### src/rtl/alu_arbiter.sv
// Two-requester arbiter for a shared combinational ALU with a single-entry response register.
// Optional round-robin arbitration when ALU_ARB_RR_EN is defined; fixed priority to requester 0 otherwise.
module alu_arbiter (
    input  logic        i_clk,
    input  logic        i_reset,
    input  logic        i_r0_valid,
    input  logic [31:0] i_r0_operand_a,
    input  logic [31:0] i_r0_operand_b,
    input  logic [3:0]  i_r0_alu_op,
    output logic        o_r0_ready,
    input  logic        i_r1_valid,
    input  logic [31:0] i_r1_operand_a,
    input  logic [31:0] i_r1_operand_b,
    input  logic [3:0]  i_r1_alu_op,
    output logic        o_r1_ready,
    output logic [31:0] o_alu_operand_a,
    output logic [31:0] o_alu_operand_b,
    output logic [3:0]  o_alu_op,
    input  logic [31:0] i_alu_data,
    output logic        o_rsp_valid,
    output logic [31:0] o_rsp_data,
    output logic        o_rsp_id,
    output logic        o_rsp_err,
    input  logic        i_rsp_ready
);

    typedef enum logic {
        EMPTY = 1'b0,
        FULL  = 1'b1
    } state_t;

    state_t      state_q, state_d;
    logic [31:0] rsp_data_q, rsp_data_d;
    logic        rsp_id_q, rsp_id_d;
    logic        rsp_err_q, rsp_err_d;

    logic        can_issue;
    logic        favour_r0;
    logic        grant0, grant1, grant_any;

`ifdef ALU_ARB_RR_EN
    // ptr_q == 0 favours requester 0; after a grant it points at the other requester.
    logic ptr_q, ptr_d;

    always_comb begin
        ptr_d = ptr_q;
        if (grant_any) begin
            ptr_d = grant0;
        end
    end

    always_ff @(posedge i_clk) begin
        if (i_reset) begin
            ptr_q <= 1'b0;
        end else begin
            ptr_q <= ptr_d;
        end
    end

    assign favour_r0 = ~ptr_q;
`else
    assign favour_r0 = 1'b1;
`endif

    // Issue is allowed when the buffer is free or is being drained this same cycle.
    assign can_issue = ~i_reset & ((state_q == EMPTY) | i_rsp_ready);
    assign grant0    = can_issue & i_r0_valid & (~i_r1_valid | favour_r0);
    assign grant1    = can_issue & i_r1_valid & ~grant0;
    assign grant_any = grant0 | grant1;

    assign o_r0_ready = grant0;
    assign o_r1_ready = grant1;

    assign o_alu_operand_a = grant1 ? i_r1_operand_a : i_r0_operand_a;
    assign o_alu_operand_b = grant1 ? i_r1_operand_b : i_r0_operand_b;
    assign o_alu_op        = grant1 ? i_r1_alu_op    : i_r0_alu_op;

    always_comb begin
        state_d    = state_q;
        rsp_data_d = rsp_data_q;
        rsp_id_d   = rsp_id_q;
        rsp_err_d  = rsp_err_q;
        if (grant_any) begin
            state_d    = FULL;
            rsp_data_d = i_alu_data;
            rsp_id_d   = grant1;
            rsp_err_d  = (o_alu_op > 4'd9);
        end else if ((state_q == FULL) && i_rsp_ready) begin
            state_d = EMPTY;
        end
    end

    always_ff @(posedge i_clk) begin
        if (i_reset) begin
            state_q    <= EMPTY;
            rsp_data_q <= 32'd0;
            rsp_id_q   <= 1'b0;
            rsp_err_q  <= 1'b0;
        end else begin
            state_q    <= state_d;
            rsp_data_q <= rsp_data_d;
            rsp_id_q   <= rsp_id_d;
            rsp_err_q  <= rsp_err_d;
        end
    end

    assign o_rsp_valid = (state_q == FULL);
    assign o_rsp_data  = rsp_data_q;
    assign o_rsp_id    = rsp_id_q;
    assign o_rsp_err   = rsp_err_q;

endmodule

### config.mk
export PLATFORM = sky130hd
export DESIGN_NAME = alu_arbiter
export DESIGN_NICKNAME = d
export VERILOG_FILES = /design/src/rtl/alu_arbiter.sv
export SDC_FILE = /design/constraint.sdc
export NUM_CORES = 1
export LEC_CHECK = 0
export ABC_AREA = 1
export BUFFER_PORTS_ARGS = -buffer_cell sky130_fd_sc_hd__buf_2
export CORE_AREA = 3 3 107 109
export CTS_CLUSTER_SIZE = 24
export DETAILED_ROUTE_END_ITERATION = 16
export DIE_AREA = 0 0 110 112
export PLACE_DENSITY = 0.62
export SLEW_MARGIN = 20
export SYNTH_ARGS = -nofsm -noshare
export SYNTH_HDL_FRONTEND = slang
export SYNTH_SLANG_ARGS = --single-unit
### constraint.sdc
create_clock -name i_clk -period 2.73 [get_ports i_clk]
set_input_delay 0.4095 -clock i_clk [delete_from_list [all_inputs] [get_ports i_clk]]
set_output_delay 0.4095 -clock i_clk [all_outputs]
set_load 0.02 [all_outputs]
== Yosys cells after proc, flatten, opt, wreduce, memory -nomap -nowiden ==
Cells that the tools add are included.

* Bits in registers: 35
* Bits of input ports: 173
* Output and inout port bits: 105

* Order comparisons: 1
* Mux-type cells: 5
* Bitwise gates (word level): 9
* Reductions and logical operators: 2

{| class="wikitable"
|+ Operator list
! operator !! number
|-
| 32-bit two-way mux || 2
|-
| 1-bit bitwise AND || 4
|-
| 4-bit greater-than comparator (second input constant) || 1
|-
| 4-bit two-way mux || 1
|-
| 1-bit inverter || 3
|-
| 1-bit two-way mux || 2
|-
| 1-bit bitwise OR || 2
|-
| 2-bit nonzero test || 1
|-
| 1-bit logical AND || 1
|}

== Longest topological paths before layout ==
* Word-level depth: 8
* Depth in mapped cells: 8

== Worst setup path before layout ==
No wires, ideal clock.

* Kind: register -> output
* Start point: register state_q, in the netlist o_rsp_valid
* End point: output port o_alu_op[0]
* Arrival time: 1.250 ns
* Required time: 2.321 ns
* Path slack: 1.071 ns
* Cell stages (with the launch flop): 7
* Cells stage by stage: dfxtp_1 -> nand2_1 -> nand4_4 -> buf_4 -> buf_2 -> nand2_1 -> nand2_1

* Word-level cells in the longest chain between the ends: 7
* Elaborated cells between the ends (all ways): 8

{| class="wikitable"
|+ Ends and longest elaborated chain
! what !! line !! text
|-
| from (decl) || 32 || <nowiki>state_t state_q, state_d;</nowiki>
|-
| from (signal assigned) || 100 || <nowiki>state_q <= state_d;</nowiki>
|-
| 1-bit inverter * || 66 || <nowiki>assign can_issue = ~i_reset & ((state_q == EMPTY) | i_rsp_ready);</nowiki>
|-
| 1-bit bitwise OR * || 66 ||
|-
| 1-bit bitwise AND * || 66 ||
|-
| 1-bit bitwise AND || 67 || <nowiki>assign grant0 = can_issue & i_r0_valid & (~i_r1_valid | favour_r0);</nowiki>
|-
| 1-bit inverter || 68 || <nowiki>assign grant1 = can_issue & i_r1_valid & ~grant0;</nowiki>
|-
| 1-bit bitwise AND * || 68 ||
|-
| 4-bit two-way mux * || 76 || <nowiki>assign o_alu_op = grant1 ? i_r1_alu_op : i_r0_alu_op;</nowiki>
|-
| to (decl) || 18 || <nowiki>output logic [3:0] o_alu_op,</nowiki>
|}

Mark *: on every way between the ends. The rest lies on a longest branch, timed or not.

== Worst setup path after layout ==
* Start point: register state_q, in the netlist o_rsp_valid
* End point: output port o_alu_op[3]

The elaborated chain is that of the path after synthesis.

==> impl_metrics.toml <==
[job]
max_cap_violations = 0

[clock_tree]
clock_latency_ns = 0.29
cts_resized = 0
tritoncts = "built"
htree_num_levels = 2
root_buffer = "clkbuf_8"
clockBufferDepth = 2
numCtsBuffers = 5
post-cts-setup-buffer-count = 0
cts_sinks = 35
holdBufCountCts = 0
path_clk_slew_ns = 0.07

[floorplanning]
core_area_sq_um = 10700
die_h_um = 112
ios = 278
start_util = 0.201
dieArea_sq_um = 12300
die_w_um = 110
rows = 38

[critical_path]
critPathLaunchType = "register"
crit_type = "reg2out"
critPathTopFamily = "buffers and inverters"
cp.required_ns = 2.32
max_stage_delay_ns = 0.33
worst-path-buf-inv = 3
path_cells = "nand2_1 > nand4_4 > inv_2 > buf_12 > nand2_1 > nand2_1 > buf_2"
cp_common_cell = "nand2_1"
path_max_fanout = 63
crit_path_top_delay_cell = "dfxtp_1"
arrival_ns = 1.84
endpoint_kind = "output port"

[sta]
post-route-period-util = 0.825
tightestPinTransition_ns = 0.385
drv_slew = 0
skew_ns = 0.00214
fmax_mhz = 444
tns_ns = 0
fin_crit_ns = 2.25
rsz0062_at_grt = "no"
slew_headroom = 0.743
hold_viol = 0
setup_viol = 0

[global_route]
antenna_found_initial = 0
grt_pass1_wl_mm = 14.2
overflow = 0
grt_usage = 0.144
grt_pass1_vias = 2929
grt_max_degree = 64

[cells_and_area]
diodes = 0
fin_util = 0.347
final_nets = 823
syn_to_final_growth_pct = 72.7
drive_above_1_share = 0.453

[drt]
via_per_inst = 4.06
wl_per_cell_um = 12.3
wl_mm = 9.76
drc = 0
via_count = 3215
dr.pass1.iters = 4
ant_nets = 0
drt_iter0_markers = 173

[yosys]
synth_compound_area_frac = 0.0879
synthSimpleGateAreaFrac = 0.496
ys_ff_latch = 35
avgSynthCellArea_sq_um = 5.59
seq_area_frac_synth = 0.326
synthAdderAreaFrac = 0
synth-xor-area-share = 0
synth_top_family_by_area = "simple AND/OR/NAND/NOR gates"
synthCells = 384
syn_area_sq_um = 2150
synth_fp_nets = 557
synth.mux.area_fraction = 0
synth_warnings = 0
synth.distinct_cells = 18

[outcome]
status = "finished, final reports clean"

[placement]
dp_hpwl_mm = 7.74
routabilityCongestion = 0.834
numPortBuffers = 277

[pwr]
power_density_nw_per_um2 = 422
cellLeakagePower_nw = 2.36
vdd_drop_max_uv = 438

[min_path]
hold_class = "in2reg"
## cell type report
class / count / area, sq um
Timing Repair Buffer: 282 / 1450
Clock buffer: 7 / 76.3
Clock inverter: 1 / 5.00
Tap cell: 140 / 175
Sequential cell: 35 / 701
Multi-Input combinational cell: 313 / 1250
Fill cell: 1255 / 6990
Inverter: 13 / 48.8
## state kept, by name, indices dropped and copies added, names as in the netlist
| name | flops |
|---|---|
| o_rsp_id | 1 |
| o_rsp_err | 1 |
| o_rsp_valid | 1 |
| o_rsp_data | 32 |
## metal layers
layer	track usage	vias to the layer above	share of wire
met2	0.268	161	0.50
met5	0	-	0
met1	0.157	1353	0.38
li1	-	1691	-
met4	0.0324	0	0.011
met3	0.0412	10	0.12
## report_power, final
group / switching, W / leakage (nW) / internal [W]
Sequential: 0.0000223 / 0.290 / 0.000558
Clock: 0.000185 / 0.0422 / 0.000179
Combinational: 0.000383 / 2.03 / 0.000240
Total: 0.000591 / 2.36 / 0.000976
## Yosys cell counts, drive strengths merged
library cell | instances | area share
nand2 | 208 | 0.37
nor2 | 64 | 0.11
dfxtp | 35 | 0.33
o21ai | 33 | 0.077
buf | 18 | 0.058
inv | 13 | 0.023
clkbuf | 5 | 0.0093
a21oi | 4 | 0.011
nand4 | 3 | 0.016
or2 | 1 | 0.0029
## final timing paths
kind	slack, ns	start	cells after the start	endpoint
max	0.48	o_rsp_valid	7	o_alu_op[3]
min	0.33	i_alu_data[12]	3	o_rsp_data[12]
max reg2reg	1.10	o_rsp_valid	8	o_rsp_err
min reg2reg	0.51	o_rsp_data[11]	2	o_rsp_data[11]
## cells in the final DEF (no fill, tap or decap)
cell | netlist | routed
a21oi_1 | 3 | 3
a21oi_2 | 1 | 1
buf_12 | 0 | 2
buf_2 | 9 | 277
buf_4 | 6 | 3
clkbuf_1 | 4 | 2
clkbuf_8 | 0 | 5
clkinv_2 | 0 | 1
dfxtp_1 | 35 | 35
inv_1 | 10 | 10
inv_2 | 3 | 3
nand2_1 | 206 | 206
nand2_2 | 2 | 2
nand4_1 | 2 | 2
nand4_4 | 1 | 1
nor2_1 | 64 | 64
o21ai_0 | 30 | 30
o21ai_1 | 3 | 3
or2_1 | 1 | 1
## per-stage QoR
stage	hold WS, ns	worst slack [ns]	total power (W)	instance area [sq um]	cells
finish	0.334	0.478	0.00157	3710	791
global route	0.338	0.288	0.00167	3710	791
CTS	0.322	0.432	0.00159	3710	791
detailed placement	0.484	0.540	0.00122	3630	783
global placement	0.475	0.557	0.00122	3630	783
floorplan	0.479	1.07	0.000934	2150	384
## kinds of logic (layout without fill, tap and decap cells)
kind of cell    count (synthesis)  after routing
flops                          35             35
buf+inv                        36            303
compound gates                 37             37
simple gates                  276            276
## worst reg2reg max path: cells and delay by family (launching register included)
| kind | cells | cell delay (ns) |
|---|---|---|
| buffers and inverters | 2 | 0.48 |
| and+or+nand+nor | 5 | 0.64 |
| AOI/OAI and AO/OA | 1 | 0.12 |
| DFF | 1 | 0.33 |
(Power assumes the default switching activity.)
